$ cat config.mk
export PLATFORM = sky130hd
export DESIGN_NAME = ps2_dir_decoder
export DESIGN_NICKNAME = d
export VERILOG_FILES = /design/src/rtl/ps2_dir_pkg.sv /design/src/rtl/ps2_rx.sv /design/src/rtl/ps2_dir_decoder.sv
export SDC_FILE = /design/constraint.sdc
export NUM_CORES = 1
export LEC_CHECK = 0
export CAP_MARGIN = 40
export CORE_AREA = 4 4 89 91
export DETAILED_ROUTE_END_ITERATION = 10
export DIE_AREA = 0 0 93 95
export GPL_TIMING_DRIVEN = 1
export PLACE_DENSITY = 0.68
export SLEW_MARGIN = 10
export SYNTH_ARGS = -nofsm -noshare
export SYNTH_HDL_FRONTEND = slang
export SYNTH_HIERARCHICAL = 1
export SYNTH_SLANG_ARGS = --single-unit
$ cat constraint.sdc
create_clock -name clk -period 2 [get_ports clk]
set_input_delay 0.5 -clock clk [delete_from_list [all_inputs] [get_ports clk]]
set_output_delay 0.5 -clock clk [all_outputs]
set_load 0.01 [all_outputs]
$ cat src/rtl/ps2_dir_pkg.sv
// rtl/ps2_dir_pkg.sv - shared constants and types for the PS/2 direction decoder
// Purpose: one-hot direction encodings, scan-code constants, FSM state
//          enums and the opposite-direction helper.
// Ports:   none (package).
package ps2_dir_pkg;

  // One-hot direction commands driven to the move stages
  localparam logic [4:0] DIR_NONE  = 5'b10000;
  localparam logic [4:0] DIR_UP    = 5'b01000;
  localparam logic [4:0] DIR_DOWN  = 5'b00100;
  localparam logic [4:0] DIR_LEFT  = 5'b00010;
  localparam logic [4:0] DIR_RIGHT = 5'b00001;

  // Scan codes (set 2)
  localparam logic [7:0] SC_EXT   = 8'hE0;  // extended-key prefix
  localparam logic [7:0] SC_BRK   = 8'hF0;  // break (release) prefix
  localparam logic [7:0] SC_UP    = 8'h75;  // arrow up   (after E0)
  localparam logic [7:0] SC_DOWN  = 8'h72;  // arrow down (after E0)
  localparam logic [7:0] SC_LEFT  = 8'h6B;  // arrow left (after E0)
  localparam logic [7:0] SC_RIGHT = 8'h74;  // arrow right(after E0)
  localparam logic [7:0] SC_W     = 8'h1D;
  localparam logic [7:0] SC_S     = 8'h1B;
  localparam logic [7:0] SC_A     = 8'h1C;
  localparam logic [7:0] SC_D     = 8'h23;

  typedef enum logic [1:0] {
    RX_IDLE,
    RX_DATA,
    RX_PARITY,
    RX_STOP
  } rx_state_t;

  typedef enum logic [1:0] {
    D_BASE,
    D_EXT,
    D_BRK,
    D_EXT_BRK
  } dec_state_t;

  // Opposite of a one-hot direction; NONE has no opposite and maps to an
  // all-zero pattern that can never equal a decoded command.
  function automatic logic [4:0] dir_opposite(input logic [4:0] d);
    logic [4:0] o;
    case (d)
      DIR_UP:    o = DIR_DOWN;
      DIR_DOWN:  o = DIR_UP;
      DIR_LEFT:  o = DIR_RIGHT;
      DIR_RIGHT: o = DIR_LEFT;
      default:   o = 5'b00000;
    endcase
    return o;
  endfunction

endpackage

$ cat src/rtl/ps2_rx.sv
// rtl/ps2_rx.sv - PS/2 frame receiver with synchronizers, clock filter and timeout
// Purpose: conditions the raw PS/2 lines and assembles 11-bit frames
//          (start, 8 data LSB-first, odd parity, stop) into bytes.
// Ports:
//   clk, rst_n          system clock, asynchronous active-low reset
//   ps2_clk, ps2_data   raw keyboard lines, asynchronous to clk
//   rx_byte[7:0]        last assembled byte, valid while byte_strobe is high
//   byte_strobe         one-cycle pulse per good byte
//   frame_err           one-cycle pulse on parity/stop error or timeout
module ps2_rx
  import ps2_dir_pkg::*;
#(
  parameter int FILTER_LEN     = 4,
  parameter int TIMEOUT_CYCLES = 50000,
  parameter int SYNC_STAGES    = 2
) (
  input  logic       clk,
  input  logic       rst_n,
  input  logic       ps2_clk,
  input  logic       ps2_data,
  output logic [7:0] rx_byte,
  output logic       byte_strobe,
  output logic       frame_err
);

  localparam int FW = $clog2(FILTER_LEN + 1);
  localparam int TW = $clog2(TIMEOUT_CYCLES + 1);

  // Synchronizers; idle PS/2 lines are high, so reset to 1
  logic [SYNC_STAGES-1:0] clk_sync;
  logic [SYNC_STAGES-1:0] data_sync;
  logic                   sync_clk;
  logic                   sync_data;

  always_ff @(posedge clk or negedge rst_n) begin
    if (!rst_n) begin
      clk_sync  <= '1;
      data_sync <= '1;
    end else begin
      clk_sync  <= {clk_sync[SYNC_STAGES-2:0], ps2_clk};
      data_sync <= {data_sync[SYNC_STAGES-2:0], ps2_data};
    end
  end

  assign sync_clk  = clk_sync[SYNC_STAGES-1];
  assign sync_data = data_sync[SYNC_STAGES-1];

  // Glitch filter: the filtered level follows sync_clk only after
  // FILTER_LEN consecutive samples disagree with it. Any agreeing sample
  // restarts the count.
  logic [FW-1:0] flt_cnt;
  logic          filt_clk;
  logic          fall;

  always_ff @(posedge clk or negedge rst_n) begin
    if (!rst_n) begin
      flt_cnt  <= '0;
      filt_clk <= 1'b1;
      fall     <= 1'b0;
    end else begin
      fall <= 1'b0;
      if (sync_clk == filt_clk) begin
        flt_cnt <= '0;
      end else if (flt_cnt == FW'(FILTER_LEN - 1)) begin
        flt_cnt  <= '0;
        filt_clk <= sync_clk;
        fall     <= filt_clk;  // strobe only on a 1 -> 0 change
      end else begin
        flt_cnt <= flt_cnt + FW'(1);
      end
    end
  end

  // Receiver FSM
  rx_state_t     state, state_n;
  logic [2:0]    bit_cnt, bit_cnt_n;
  logic [7:0]    shift, shift_n;
  logic          par_bit, par_n;
  logic [TW-1:0] to_cnt, to_cnt_n;
  logic          strobe_n;
  logic          err_n;

  always_ff @(posedge clk or negedge rst_n) begin
    if (!rst_n) begin
      state       <= RX_IDLE;
      bit_cnt     <= '0;
      shift       <= '0;
      par_bit     <= 1'b0;
      to_cnt      <= '0;
      byte_strobe <= 1'b0;
      frame_err   <= 1'b0;
    end else begin
      state       <= state_n;
      bit_cnt     <= bit_cnt_n;
      shift       <= shift_n;
      par_bit     <= par_n;
      to_cnt      <= to_cnt_n;
      byte_strobe <= strobe_n;
      frame_err   <= err_n;
    end
  end

  always_comb begin
    state_n   = state;
    bit_cnt_n = bit_cnt;
    shift_n   = shift;
    par_n     = par_bit;
    strobe_n  = 1'b0;
    err_n     = 1'b0;

    if (state == RX_IDLE || fall) begin
      to_cnt_n = '0;
    end else begin
      to_cnt_n = to_cnt + TW'(1);
    end

    case (state)
      RX_IDLE: begin
        if (fall && !sync_data) begin
          state_n   = RX_DATA;
          bit_cnt_n = '0;
        end
      end
      RX_DATA: begin
        if (fall) begin
          shift_n   = {sync_data, shift[7:1]};
          bit_cnt_n = bit_cnt + 3'd1;
          if (bit_cnt == 3'd7) begin
            state_n = RX_PARITY;
          end
        end
      end
      RX_PARITY: begin
        if (fall) begin
          par_n   = sync_data;
          state_n = RX_STOP;
        end
      end
      RX_STOP: begin
        if (fall) begin
          if (sync_data && (^{shift, par_bit})) begin
            strobe_n = 1'b1;
          end else begin
            err_n = 1'b1;
          end
          state_n = RX_IDLE;
        end
      end
      default: state_n = RX_IDLE;
    endcase

    // A stalled frame is abandoned so the next start bit is not misread
    if (state != RX_IDLE && !fall && to_cnt == TW'(TIMEOUT_CYCLES - 1)) begin
      state_n  = RX_IDLE;
      err_n    = 1'b1;
      to_cnt_n = '0;
    end
  end

  assign rx_byte = shift;

endmodule

$ cat src/rtl/ps2_dir_decoder.sv
// rtl/ps2_dir_decoder.sv - PS/2 keyboard to two-player one-hot direction decoder
// Purpose: player 1 steers with E0-extended arrow keys, player 2 with
//          W/A/S/D. Optional macro REVERSE_LOCK_EN discards a command that
//          is exactly opposite to the player's current direction.
// Ports:
//   clk, rst_n          system clock, asynchronous active-low reset
//   ps2_clk, ps2_data   raw keyboard lines, asynchronous to clk
//   dir1[4:0]           player-1 direction, one-hot
//   dir2[4:0]           player-2 direction, one-hot
//   dir_valid           one-cycle pulse when dir1 or dir2 changes
//   frame_err           one-cycle pulse on a bad or timed-out frame
module ps2_dir_decoder
  import ps2_dir_pkg::*;
#(
  parameter int FILTER_LEN     = 4,
  parameter int TIMEOUT_CYCLES = 50000,
  parameter int SYNC_STAGES    = 2
) (
  input  logic       clk,
  input  logic       rst_n,
  input  logic       ps2_clk,
  input  logic       ps2_data,
  output logic [4:0] dir1,
  output logic [4:0] dir2,
  output logic       dir_valid,
  output logic       frame_err
);

  logic [7:0] rx_byte;
  logic       byte_strobe;

  ps2_rx #(
    .FILTER_LEN    (FILTER_LEN),
    .TIMEOUT_CYCLES(TIMEOUT_CYCLES),
    .SYNC_STAGES   (SYNC_STAGES)
  ) u_rx (
    .clk        (clk),
    .rst_n      (rst_n),
    .ps2_clk    (ps2_clk),
    .ps2_data   (ps2_data),
    .rx_byte    (rx_byte),
    .byte_strobe(byte_strobe),
    .frame_err  (frame_err)
  );

  dec_state_t d_state, d_next;
  logic [4:0] dir1_n, dir2_n;
  logic       dir_valid_n;
  logic       cmd1_hit, cmd2_hit;
  logic [4:0] cmd1, cmd2;
  logic       block1, block2;

  always_ff @(posedge clk or negedge rst_n) begin
    if (!rst_n) begin
      d_state   <= D_BASE;
      dir1      <= DIR_NONE;
      dir2      <= DIR_NONE;
      dir_valid <= 1'b0;
    end else begin
      d_state   <= d_next;
      dir1      <= dir1_n;
      dir2      <= dir2_n;
      dir_valid <= dir_valid_n;
    end
  end

  always_comb begin
    d_next   = d_state;
    cmd1_hit = 1'b0;
    cmd2_hit = 1'b0;
    cmd1     = DIR_NONE;
    cmd2     = DIR_NONE;

    if (byte_strobe) begin
      case (d_state)
        D_BASE: begin
          case (rx_byte)
            SC_EXT: d_next = D_EXT;
            SC_BRK: d_next = D_BRK;
            SC_W:   begin cmd2_hit = 1'b1; cmd2 = DIR_UP;    end
            SC_A:   begin cmd2_hit = 1'b1; cmd2 = DIR_LEFT;  end
            SC_S:   begin cmd2_hit = 1'b1; cmd2 = DIR_DOWN;  end
            SC_D:   begin cmd2_hit = 1'b1; cmd2 = DIR_RIGHT; end
            default: d_next = D_BASE;
          endcase
        end
        D_EXT: begin
          d_next = D_BASE;
          case (rx_byte)
            SC_EXT:   d_next = D_EXT;  // repeated prefix
            SC_BRK:   d_next = D_EXT_BRK;
            SC_UP:    begin cmd1_hit = 1'b1; cmd1 = DIR_UP;    end
            SC_LEFT:  begin cmd1_hit = 1'b1; cmd1 = DIR_LEFT;  end
            SC_DOWN:  begin cmd1_hit = 1'b1; cmd1 = DIR_DOWN;  end
            SC_RIGHT: begin cmd1_hit = 1'b1; cmd1 = DIR_RIGHT; end
            default:  d_next = D_BASE;
          endcase
        end
        // Released key code is swallowed; snakes keep moving on release
        D_BRK:     d_next = D_BASE;
        D_EXT_BRK: d_next = D_BASE;
        default:   d_next = D_BASE;
      endcase
    end

`ifdef REVERSE_LOCK_EN
    block1 = (cmd1 == dir_opposite(dir1));
    block2 = (cmd2 == dir_opposite(dir2));
`else
    block1 = 1'b0;
    block2 = 1'b0;
`endif

    dir1_n = (cmd1_hit && !block1) ? cmd1 : dir1;
    dir2_n = (cmd2_hit && !block2) ? cmd2 : dir2;

    // Typematic repeats re-apply the same value and so raise no pulse
    dir_valid_n = (dir1_n != dir1) || (dir2_n != dir2);
  end

endmodule
==> results.py <==
metrics = {
    "critical_path": {
        "crit_start": "u_rx/to_cnt[4]$_DFF_PN0_",
        "crit_arrival_ns": 2.37,
        "r2r_cells": 5,
        "end_kind": "register",
        "critical_path_class": "reg2reg",
        "cp_max_fo": 3,
        "critPathCapture": "u_rx/state[0]$_DFFE_PN0P_",
        "r2r_start": "u_rx/to_cnt[4]$_DFF_PN0_",
        "startpoint_type": "register",
        "worstReg2RegEnd": "u_rx/state[0]$_DFFE_PN0P_",
        "rrSetupSlack_ns": -0.16,
        "cp.required_ns": 2.20,
    },
    "clock_network": {
        "root_buffer": "clkbuf_8",
        "htreeDepth": 2,
        "cts_buffer_depth": 2,
        "clock-sinks": 54,
        "cts_tree": "built",
        "cts_buffers": 5,
        "clk_pin_slew_ns": 0.10,
        "cts_hold_buf": 0,
        "insertion_delay_ns": 0.31,
    },
    "layout": {
        "final_common_cell": "dfrtp_1",
        "area_delta_synth_final_pct": 20.75,
        "drive_above_1_share_pct": 21.93,
        "num-nets-final": 313,
        "final_cell_mix": "dfrtp_1, nor2_1, buf_4",
        "final.fill_count": 679,
        "antenna_cells": 0,
        "fin_util_pct": 47.23,
    },
    "timing": {
        "max_slew_margin_pct": 70.11,
        "fin_crit_sh_pct": 108.2,
        "hold_viol_final": 0,
        "setup_viol": 3,
        "worst_pin_slew_ns": 0.4483,
        "fmaxAchievable_mhz": 462.2,
        "maxSlewViolCount": 0,
        "finClkSkew_ns": 0.007974,
        "holdWs_ns": 0.1616,
        "min_period_ns": 2.164,
        "rsz0062_at_grt": "yes",
        "finalWorstSetupSlack_ns": -0.1636,
    },
    "placed_design": {
        "hpwl_mm": 3.602,
        "dp_slack_ns": -0.1184,
        "port_buffers": 15,
        "routabilityCongestion": 0.8383,
    },
    "floorplanning": {
        "fp.dieH_microns": 95,
        "start_util_pct": 39.11,
        "core_area_sq_mm": 0.007137,
        "io_pins": 16,
        "row_count": 31,
        "dieArea_sq_mm": 0.008835,
        "die_w_microns": 93,
    },
    "synthesis": {
        "async_reset_ff_share_pct": 100.0,
        "yosysTopAreaCell": "dfrtp_1",
        "synth_top_area_share_pct": 42.13,
        "syn_area_sq_mm": 0.002791,
        "synthTopCellsByArea": "dfrtp_1, dfstp_2, xnor2_1, ha_1, nor2_1",
        "syn_inst": 261,
        "synth-seq-cells": 54,
        "synth_edf_count": 0,
        "ys.flop_type": "dfrtp_1",
        "ys_warn_count": 6,
        "syn-num-nets": 274,
        "synth_seq_area_share_pct": 48.72,
        "synth.avg_cell_area_sq_um": 10.70,
        "ys_types": 56,
    },
    "global_routing": {
        "grt_pass1_wl_mm": 9.163,
        "grt_usage_pct": 12.81,
        "grt_pass1_vias": 2065,
        "antenna_found_initial": 0,
        "gr-total-overflow": 0,
        "grt_max_degree": 55,
    },
    "power_and_ir_drop": {
        "swShare_pct": 30.40,
        "p_leak_nw": 1.455,
        "power_switching_w": 0.0008295,
        "power.internal_w": 0.001900,
        "clockPowerShare_pct": 27.0,
        "pwr-share-comb_pct": 25.2,
        "p_total_w": 0.002729,
        "ir_worst_vdd_v": 0.0005470,
        "power_density_mw_per_mm2": 809.6,
        "p_seq_share_pct": 47.8,
    },
    "routing": {
        "drt.antenna.violating_nets": 0,
        "totalWireLength_mm": 5.115,
        "num_vias": 1997,
        "drc_errors": 0,
        "dr.pass1.iters": 4,
        "wire_per_inst_microns": 12.79,
        "drtIter0Drc": 92,
        "routed_via_density": 4.993,
    },
    "status": {
        "status": "finished with violations",
        "violations": "setup timing",
    },
    "min_path": {
        "hold_path_class": "in2async",
    },
    "flow_run": {
        "max-cap-violations": 0,
    },
}
==> sequential cells by signal, indices dropped and copies added (netlist names) <==
signal            count
u_rx/fall             1
u_rx/data_sync        2
u_rx/byte_strobe      1
u_rx/frame_err        1
u_rx/filt_clk         1
dir_valid             1
dir2                  5
d_state               2
u_rx/flt_cnt          3
u_rx/bit_cnt          3
u_rx/rx_byte          8
u_rx/to_cnt          16
u_rx/clk_sync         2
u_rx/state            2
u_rx/par_bit          1
dir1                  5
==> synth_stat cells (3+ instances only) <==
library cell and number:
nor3b_1 4, clkbuf_1 3, o21ai_0 8, mux2_2 8, a21oi_1 3, nand2b_1 4, ha_1 9, xnor2_1 15
nand3_1 6, xor2_1 10, nor3_1 12, nand4_1 3, nor2_1 28, nor4_1 3, nand2_1 19, inv_1 13
dfstp_2 7, mux2_1 8, dfrtp_1 47, nor2b_1 4
==> power by group through the flow <==
stage | clock [W] | sequential, W | combinational, W
4_1_cts | 0.000768 | 0.00131 | 0.000691
3_3_place_gp | 0 | 0.00132 | 0.000656
5_1_grt | 0.000813 | 0.00133 | 0.000777
2_1_floorplan | 0 | 0.00131 | 0.000507
3_5_place_dp | 0 | 0.00132 | 0.000685
6_report | 0.000736 | 0.00131 | 0.000688
==> how the worst min path moves through the flow <==
stage,from,end,cells past startpoint
after floorplan,rst_n,d_state[0]$_DFFE_PN0P_,0
after global placement,u_rx/data_sync[0]$_DFF_PN1_,u_rx/data_sync[1]$_DFF_PN1_,0
after detailed placement,u_rx/data_sync[0]$_DFF_PN1_,u_rx/data_sync[1]$_DFF_PN1_,0
after CTS,rst_n,dir1[1]$_DFF_PN0_,2
after global routing,rst_n,dir1[1]$_DFF_PN0_,2
final,rst_n,dir_valid$_DFF_PN0_,2
==> metrics by stage <==
| step | cells | area (sq um) | setup TNS, ns |
|---|---|---|---|
| after floorplan | 261 | 2796 | -0.2118 |
| after global placement | 390 | 3207 | -0.1067 |
| after detailed placement | 390 | 3207 | -0.2270 |
| after CTS | 399 | 3333 | -0.2395 |
| after global routing | 400 | 3371 | -0.5242 |
| final | 400 | 3371 | -0.3634 |
==> kinds of logic (layout without fill, tap and decap cells) <==
kind of cell             Yosys count  count (layout)  share of synthesized area, %
flip-flops                        54              54                         48.72
buffers and inverters             20              60                         3.048
XOR/XNOR                          26              26                         8.651
adder cells (fa/ha/maj)            9               9                         4.034
multiplexers                      17              17                         6.813
AO/OA/AOI/OAI                     29              29                         7.038
AND/OR/NAND/NOR                  106             106                         21.69
==> worst max-delay path, stage by stage, from the launching register on <==
cell     delay (ns)
dfrtp_1        0.40
or4_4          0.53
or4_4          0.52
nor4_4         0.29
nor3_2         0.09
a22o_1         0.24
==> per-layer routing <==
metal  up-vias  part of all wire [%]  global-route usage, %  routed length, microns
met5         -                     0                      0                       0
met4         0                   1.1                  4.274                      58
li1        984                     -                      -                       -
met2        26                    49                  23.40                    2513
met1       980                    47                  15.02                    2391
met3         7                   3.0                  2.550                     152
==> layout make-up <==
cell class | instances | area, sq um | area share, %
Sequential cell | 54 | 1364 | 40.46
Tap cell | 99 | 123.9 | 3.675
Clock inverter | 2 | 37.54 | 1.114
Multi-Input combinational cell | 187 | 1386 | 41.13
Timing Repair Buffer | 39 | 337.8 | 10.02
Clock buffer | 6 | 72.57 | 2.153
Inverter | 13 | 48.80 | 1.448
==> timing repair <==
item                                    4_1_cts  5_1_grt
endpoints found under the hold margin         0        0
setup buffers                                 2        2
resized for setup                             1        9
pin swaps                                     0        4
endpoints found under the setup margin        3       23
No activity file was read; power rests on OpenSTA's default activity.
